==> config.mk <==
export PLATFORM = sky130hd
export DESIGN_NAME = traffic_request_conditioner
export DESIGN_NICKNAME = d
export VERILOG_FILES = /design/src/rtl/traffic_pkg.sv /design/src/rtl/traffic_request_conditioner_sync_debounce.sv /design/src/rtl/traffic_request_conditioner.sv
export SDC_FILE = /design/constraint.sdc
export NUM_CORES = 1
export LEC_CHECK = 0
export ABC_CLOCK_PERIOD_IN_PS = 1850
export CAP_MARGIN = 15
export CORE_AREA = 2 2 62 107
export DETAILED_ROUTE_END_ITERATION = 10
export DIE_AREA = 0 0 64 109
export PLACE_DENSITY = 0.79
export SLEW_MARGIN = 10
export SYNTH_ARGS = -nofsm -noshare
export SYNTH_HDL_FRONTEND = slang
export SYNTH_HIERARCHICAL = 1
export SYNTH_SLANG_ARGS = --single-unit
==> constraint.sdc <==
create_clock -name clk -period 1.85 [get_ports clk]
set_clock_uncertainty 0.15 [all_clocks]
set_input_delay 0.37 -clock clk [delete_from_list [all_inputs] [get_ports clk]]
set_output_delay 0.37 -clock clk [all_outputs]
set_load 0.005 [all_outputs]
==> src/rtl/traffic_pkg.sv <==
// Shared constants and types for the traffic light request conditioner.
// Light encodings, direction indices and the emergency arbiter state type.
package traffic_pkg;

  localparam logic [2:0] LIGHT_RED    = 3'b001;
  localparam logic [2:0] LIGHT_YELLOW = 3'b010;
  localparam logic [2:0] LIGHT_GREEN  = 3'b100;

  localparam int DIR_N = 0;
  localparam int DIR_S = 1;
  localparam int DIR_E = 2;
  localparam int DIR_W = 3;

  typedef enum logic {
    ARB_IDLE,
    ARB_GRANT
  } arb_state_e;

  // Isolates the lowest set bit, which gives N the highest priority.
  function automatic logic [3:0] lowest_onehot(input logic [3:0] req);
    lowest_onehot = req & (~req + 4'd1);
  endfunction

endpackage

==> src/rtl/traffic_request_conditioner_sync_debounce.sv <==
// Single-bit synchroniser followed by a counting debouncer.
// The filtered level flips only after DEBOUNCE_CYCLES consecutive differing samples.
module sync_debounce #(
  parameter int SYNC_STAGES     = 2,
  parameter int DEBOUNCE_CYCLES = 4
) (
  input  logic clk,
  input  logic rst_an,
  input  logic raw_i,
  output logic level_o,
  output logic rise_o
);

  logic [SYNC_STAGES-1:0] sync_q;
  logic [7:0]             cnt_q, cnt_d;
  logic                   level_q, level_d;
  logic                   rise_q, rise_d;
  logic                   sample;

  always_ff @(posedge clk or negedge rst_an) begin
    if (!rst_an) begin
      sync_q <= '0;
    end else begin
      sync_q <= {sync_q[SYNC_STAGES-2:0], raw_i};
    end
  end

  assign sample = sync_q[SYNC_STAGES-1];

  // Any matching sample restarts the stability count from zero.
  always_comb begin
    cnt_d   = '0;
    level_d = level_q;
    rise_d  = 1'b0;
    if (sample != level_q) begin
      if (cnt_q == 8'(DEBOUNCE_CYCLES - 1)) begin
        level_d = sample;
        rise_d  = sample;
      end else begin
        cnt_d = cnt_q + 8'd1;
      end
    end
  end

  always_ff @(posedge clk or negedge rst_an) begin
    if (!rst_an) begin
      cnt_q   <= '0;
      level_q <= 1'b0;
      rise_q  <= 1'b0;
    end else begin
      cnt_q   <= cnt_d;
      level_q <= level_d;
      rise_q  <= rise_d;
    end
  end

  assign level_o = level_q;
  assign rise_o  = rise_q;

endmodule

==> src/rtl/traffic_request_conditioner.sv <==
// Conditions raw pedestrian and emergency inputs for the 4-way light controller:
// debounced pedestrian latch with wait counter, plus a non-preemptive emergency arbiter.
module traffic_request_conditioner
  import traffic_pkg::*;
#(
  parameter int SYNC_STAGES     = 2,
  parameter int DEBOUNCE_CYCLES = 4,
  parameter int WAIT_W          = 8
) (
  input  logic              clk,
  input  logic              rst_an,
  input  logic              ped_button_raw,
  input  logic [3:0]        emergency_raw,
  input  logic [2:0]        n_lights,
  input  logic [2:0]        s_lights,
  input  logic [2:0]        e_lights,
  input  logic [2:0]        w_lights,
  output logic              ped_request,
  output logic [3:0]        emergency_dir,
  output logic              emergency_active,
  output logic [WAIT_W-1:0] ped_wait
);

  logic              ped_rise;
  logic              ped_level_unused;
  logic [3:0]        emg_filt;
  logic [3:0]        emg_rise_unused;
  logic              all_red;
  logic              ped_q, ped_d;
  logic [WAIT_W-1:0] wait_q, wait_d;
  arb_state_e        state_q, state_d;
  logic [3:0]        dir_q, dir_d;
  logic              active_q;

  sync_debounce #(
    .SYNC_STAGES    (SYNC_STAGES),
    .DEBOUNCE_CYCLES(DEBOUNCE_CYCLES)
  ) u_ped_filter (
    .clk    (clk),
    .rst_an (rst_an),
    .raw_i  (ped_button_raw),
    .level_o(ped_level_unused),
    .rise_o (ped_rise)
  );

  for (genvar i = DIR_N; i <= DIR_W; i++) begin : g_emg_filter
    sync_debounce #(
      .SYNC_STAGES    (SYNC_STAGES),
      .DEBOUNCE_CYCLES(DEBOUNCE_CYCLES)
    ) u_filter (
      .clk    (clk),
      .rst_an (rst_an),
      .raw_i  (emergency_raw[i]),
      .level_o(emg_filt[i]),
      .rise_o (emg_rise_unused[i])
    );
  end

  assign all_red = (n_lights == LIGHT_RED) && (s_lights == LIGHT_RED) &&
                   (e_lights == LIGHT_RED) && (w_lights == LIGHT_RED);

  // A press seen during all-red is dropped: pedestrians are already crossing.
  always_comb begin
    ped_d = ped_q;
    if (all_red && ped_q) begin
      ped_d = 1'b0;
    end else if (ped_rise && !all_red) begin
      ped_d = 1'b1;
    end
    wait_d = '0;
    if (ped_q && ped_d) begin
      wait_d = (wait_q == '1) ? wait_q : wait_q + WAIT_W'(1);
    end
  end

  always_comb begin
    state_d = state_q;
    dir_d   = dir_q;
    case (state_q)
      ARB_IDLE: begin
        dir_d = '0;
        if (|emg_filt) begin
          dir_d   = lowest_onehot(emg_filt);
          state_d = ARB_GRANT;
        end
      end
      ARB_GRANT: begin
        if ((emg_filt & dir_q) == 4'b0000) begin
          dir_d   = '0;
          state_d = ARB_IDLE;
        end
      end
      default: begin
        dir_d   = '0;
        state_d = ARB_IDLE;
      end
    endcase
  end

  always_ff @(posedge clk or negedge rst_an) begin
    if (!rst_an) begin
      ped_q    <= 1'b0;
      wait_q   <= '0;
      state_q  <= ARB_IDLE;
      dir_q    <= '0;
      active_q <= 1'b0;
    end else begin
      ped_q    <= ped_d;
      wait_q   <= wait_d;
      state_q  <= state_d;
      dir_q    <= dir_d;
      active_q <= |dir_d;
    end
  end

  assign ped_request      = ped_q;
  assign ped_wait         = wait_q;
  assign emergency_dir    = dir_q;
  assign emergency_active = active_q;

endmodule

# == Yosys cells after proc, flatten, opt, wreduce, memory -nomap -nowiden ==
# Cells that the tools add are included.
# totals
wordCells,85
regBits,71
inputBits,19
# classes
n_bitwise,4
mux,22
add_sub_neg,7
eq_ne,16
n_reduce_logical,15
# ops
op,n
2-to-1 mux 8 bit,12
adder 8 x 1 -> 8 bit (second input constant),6
== test 8 x 2 -> 1 bit (second input constant),5
== test 3 x 1 -> 1 bit (second input constant),4
AND reduction 2 bit,5
AND 4 bit,2
== test 8 bit (second input constant),1
2-to-1 mux 4 bit,2
case mux 4 bit (2 select lines),1
OR reduction 4 bit,2
logical AND 1 bit,6
2-to-1 mux 1 bit,6
!= test 1 bit,5
adder 4 x 1 -> 4 bit (second input constant),1
logical NOT 4 bit,1
NOT 4 bit,1
!= test 2 bit (second input constant),1
case mux 1 bit (2 select lines),1
logical NOT 1 bit,1
NOT 1 bit,1

# == Logic depth before layout (Yosys ltp) ==
# Gate-level depths: netlist of run 1.
# depth
ltp_word,10
mapped_depth,5
mapped_depth_nobuf,4

# == Modules after synthesis ==
# Netlist of run 1, hierarchy kept.
# modules_own_cells
mod,area_each_um2,seq_area_each_um2,cells_each,n_inst
sync_debounce at g_emg_filter[0].u_filter ...,509.2,300.3,45,4
traffic_request_conditioner,772.0,375.4,71,1
sync_debounce at g_emg_filter[3].u_filter,514.2,300.3,44,1

# == Least setup slack after synthesis of run 1 ==
# No wires, ideal clock.
# synth_path
path_type,register to register
from,register g_emg_filter[3].u_filter.cnt_q[0]
to,register g_emg_filter[3].u_filter.level_q
required_ps,1575
path_slack_ps,329
path_buffers,0
arrival_ps,1246
stages_incl_launch_ff,5
synth_period_minus_slack_ps,1521
cell_sequence,dfrtp_1 -> ha_1 -> nor4b_2 -> nand2_1 -> mux2_4
# synth_between
elab_chain_cells,2
# synth_lines
element,line,rtl
start: declaration,traffic_request_conditioner_sync_debounce.sv:15,"logic [7:0] cnt_q, cnt_d;"
start signal: assignment,traffic_request_conditioner_sync_debounce.sv:51,cnt_q <= cnt_d;
== test 8 x 2 -> 1 bit,traffic_request_conditioner_sync_debounce.sv:36,if (cnt_q == 8'(DEBOUNCE_CYCLES - 1)) begin
AND reduction 2 bit (no source line),--,
end signal: assignment,traffic_request_conditioner_sync_debounce.sv:52,level_q <= level_d;
end: declaration,traffic_request_conditioner_sync_debounce.sv:16,"logic level_q, level_d;"
# No other way between the ends.
# A chain may end at the register's enable or synchronous reset.

# == Worst setup path after layout of run 1 ==
# layout_path
from,register wait_q[1] (netlist: ped_wait[1])
to,output port ped_wait[1]
# layout_rtl
element,line,rtl
start: declaration,traffic_request_conditioner.sv:30,"logic [WAIT_W-1:0] wait_q, wait_d;"
start signal: assignment,traffic_request_conditioner.sv:109,wait_q <= wait_d;
end: declaration,traffic_request_conditioner.sv:21,output logic [WAIT_W-1:0] ped_wait
# No word-level cell between the ends.

==> results of run 1 <==
## where the power goes
group          switching (mW)  internal [mW]  total, mW
registers               0.378           1.89       2.27
clock network           0.527          0.831       1.36
logic                   0.764          0.865       1.63
total                    1.67           3.59       5.26
## area by class of cell
type / instances / area (µm²)
repair buffers: 42 / 404.1
clock inverters: 3 / 65.06
multi-input cells: 201 / 1341
flip-flops and latches: 71 / 1780
inverters: 12 / 45.04
well taps: 80 / 100.1
clock buffers: 13 / 158.9
fillers: 473 / 2238
## repair_timing
action / CTS / global route
resized for setup: 4 / 0
hold buffers: 1 / 0
hold endpoints to repair: 71 / 0
setup buffers: 3 / 3
setup endpoints to repair: 5 / 2
## through the flow
stage	std cells	TNS, ns	hold slack [ns]
floorplan	287	0	-0.07559
global placement	399	-0.2387	0.1815
detailed placement	399	-0.4025	0.1879
CTS	419	0	0.2019
global route	422	0	0.2123
finish	422	0	0.1981
## worst paths after layout
path                       slack (ns)                                           end                                          from  cells after the start
setup / recovery                 0.04                                   ped_wait[1]                       ped_wait[1]$_DFFE_PN0P_                      1
hold / removal                   0.20  g_emg_filter[0].u_filter/sync_q[1]$_DFF_PN0_  g_emg_filter[0].u_filter/sync_q[0]$_DFF_PN0_                      0
setup reg to reg                 0.20                       ped_wait[3]$_DFFE_PN0P_                       ped_wait[0]$_DFFE_PN0P_                      5
hold reg to reg                  0.20  g_emg_filter[0].u_filter/sync_q[1]$_DFF_PN0_  g_emg_filter[0].u_filter/sync_q[0]$_DFF_PN0_                      0
max in group asynchronous        0.83                       ped_wait[3]$_DFFE_PN0P_                                        rst_an                      3
min in group asynchronous        0.42   g_emg_filter[3].u_filter/cnt_q[4]$_DFF_PN0_                                        rst_an                      3
## registers in the layout, summed over array words and instances (netlist names)
| name | cells |
|---|---|
| emergency_dir | 4 |
| ped_request | 1 |
| ped_wait | 8 |
| emergency_active | 1 |
| g_emg_filter.u_filter/cnt_q | 32 |
| u_ped_filter/sync_q | 2 |
| u_ped_filter/cnt_q | 8 |
| state_q | 1 |
| g_emg_filter.u_filter/sync_q | 8 |
| u_ped_filter/level_o | 1 |
| g_emg_filter.u_filter/level_o | 4 |
| u_ped_filter/rise_o | 1 |
## per-layer routing
metal  up-vias  GRT usage (%)  share of wire [%]
met1      1147          20.11                 40
li1       1148              -                  -
met5         -              0                  0
met3        14          5.470                4.2
met4         0          11.65                2.7
met2        49          32.29                 53
==> flow_summary.html, run 1 <==
<table>
<tr><th>Metric</th><th>Value</th></tr>
<tr><th colspan="2">Clocking</th></tr>
<tr><td>Clk_lat worst skew</td><td>0.35 ns</td></tr>
<tr><td>Maximum count of clock buffers along a single path</td><td>2</td></tr>
<tr><td>Depth of the CTS H-tree</td><td>3</td></tr>
<tr><td>CTS tree</td><td>done</td></tr>
<tr><td>Reg clk slew, reported paths</td><td>0.07 ns</td></tr>
<tr><td>Clock Root Buffer</td><td>clkbuf_8</td></tr>
<tr><td>Number of clock buffers inserted by TritonCTS</td><td>9</td></tr>
<tr><td>TritonCTS Sinks</td><td>71</td></tr>
<tr><th colspan="2">Pwr</th></tr>
<tr><td>Total design power</td><td>5.258 mW</td></tr>
<tr><td>Maximum vdd ir drop</td><td>1007 µV</td></tr>
<tr><td>Leakage Power</td><td>1.637 nW</td></tr>
<tr><td>Total power divided by cell area</td><td>1350 nW/µm²</td></tr>
<tr><th colspan="2">Timing</th></tr>
<tr><td>Worst-Margin Slew</td><td>0.3975 ns</td></tr>
<tr><td>Fin worst setup slack</td><td>0.04396 ns</td></tr>
<tr><td>Rel. slew slack</td><td>73.13%</td></tr>
<tr><td>Hold violation count in the final report</td><td>0</td></tr>
<tr><td>Final count of pins violating max slew</td><td>0</td></tr>
<tr><td>Final worst-path cycle share</td><td>97.62%</td></tr>
<tr><td>Maximum operating frequency</td><td>553.7 MHz</td></tr>
<tr><td>Final Critical Period</td><td>1.806 ns</td></tr>
<tr><td>Number of endpoints failing setup at the final stage</td><td>0</td></tr>
<tr><td>RSZ-0062 raised after global routing</td><td>no</td></tr>
<tr><th colspan="2">Floorplanning</th></tr>
<tr><td>Vertical extent of the die</td><td>109 µm</td></tr>
<tr><td>Die outline area</td><td>6976 µm²</td></tr>
<tr><td>Starting utilization of the core area</td><td>52.06%</td></tr>
<tr><td>Core area</td><td>6133 µm²</td></tr>
<tr><td>Io pins</td><td>33</td></tr>
<tr><td>Chip width</td><td>64 µm</td></tr>
<tr><td>Number of cell rows</td><td>38</td></tr>
<tr><th colspan="2">Cells and area</th></tr>
<tr><td>Area of all placed cells without fillers</td><td>3895 µm²</td></tr>
<tr><td>Most used cells in the layout excluding fill and tap cells</td><td>dfrtp_1, nor2_1, clkdlybuf4s50_1</td></tr>
<tr><td>Final net count</td><td>362</td></tr>
<tr><td>Share of layout cells above drive strength 1</td><td>15.50%</td></tr>
<tr><td>Diode count</td><td>0</td></tr>
<tr><td>P&amp;R area growth vs syn</td><td>21.98%</td></tr>
<tr><td>Utilization after layout</td><td>63.50%</td></tr>
<tr><td>Most common library cell in the layout ignoring fill and taps</td><td>dfrtp_1</td></tr>
<tr><th colspan="2">Route</th></tr>
<tr><td>Detail-routed via count per cell</td><td>5.588</td></tr>
<tr><td>Vias</td><td>2,358</td></tr>
<tr><td>Per-cell routed wire length</td><td>12.98 µm</td></tr>
<tr><td>Drc violations</td><td>0</td></tr>
<tr><td>Drt pass-1 iters</td><td>4</td></tr>
<tr><td>Count of routing violations after the opening detailed-route iteration</td><td>97</td></tr>
<tr><td>Wire length reported by the detailed router</td><td>5477 µm</td></tr>
<tr><td>Number of routed nets with antenna violations</td><td>0</td></tr>
<tr><th colspan="2">Global route</th></tr>
<tr><td>Global-route wire length before repair</td><td>10,140 µm</td></tr>
<tr><td>Via count of the first global-routing pass</td><td>2,380</td></tr>
<tr><td>Antenna violations before repair</td><td>0</td></tr>
<tr><td>Maximum number of pins on one net before global-route repair</td><td>72</td></tr>
<tr><td>GRT Residual Overflow</td><td>0</td></tr>
<tr><td>Total global routing track utilization</td><td>18.82%</td></tr>
<tr><th colspan="2">Placement</th></tr>
<tr><td>Final RePlAce weighted congestion</td><td>0.8421</td></tr>
<tr><td>Setup slack at placement</td><td>-0.07257 ns</td></tr>
<tr><td>HPWL reported at the end of detailed placement</td><td>3886 µm</td></tr>
<tr><td>Port Buffer Count</td><td>32</td></tr>
<tr><td>Standard cell area after detailed placement</td><td>3613 µm²</td></tr>
<tr><th colspan="2">Worst setup path</th></tr>
<tr><td>Worst path max stage delay</td><td>0.53 ns</td></tr>
<tr><td>CP Launch Type</td><td>register</td></tr>
<tr><td>Worst setup path category</td><td>reg2out</td></tr>
<tr><td>Required time at the endpoint of the critical path</td><td>1.33 ns</td></tr>
<tr><td>Worst Path Arrival</td><td>1.29 ns</td></tr>
<tr><td>Endpoint class of the critical path</td><td>output pin</td></tr>
<tr><td>Critical path's top delay family</td><td>buffers and inverters</td></tr>
<tr><td>Slowest library cell on the worst path</td><td>clkdlybuf4s50_1</td></tr>
<tr><td>Cell-by-cell trace of the critical path</td><td>clkdlybuf4s50_1</td></tr>
<tr><td>Buf/Inv on CP</td><td>1</td></tr>
<tr><td>Critical Path Fanout Max</td><td>4</td></tr>
<tr><th colspan="2">Outcome</th></tr>
<tr><td>Outcome</td><td>completed</td></tr>
<tr><th colspan="2">Flow run</th></tr>
<tr><td>Max-capacitance violation count</td><td>0</td></tr>
<tr><th colspan="2">Yosys</th></tr>
<tr><td>Synth Instances</td><td>287</td></tr>
<tr><td>Count of yosys warnings during synthesis</td><td>6</td></tr>
<tr><td>Average size of a mapped cell</td><td>11.13 µm²</td></tr>
<tr><td>Net count after synthesis</td><td>312</td></tr>
<tr><td>Synth Cell Area</td><td>3193 µm²</td></tr>
<tr><th colspan="2">Min path</th></tr>
<tr><td>Tightest Hold Check Type</td><td>reg2reg</td></tr>
</table>
Note: power is estimated with default switching activity, not from simulation.
==> run 2: changes to the inputs <==
CAP_MARGIN = 20   (was 15)
==> results of run 2 <==
Final layout, timing and power as in run 1 (identical DEF).
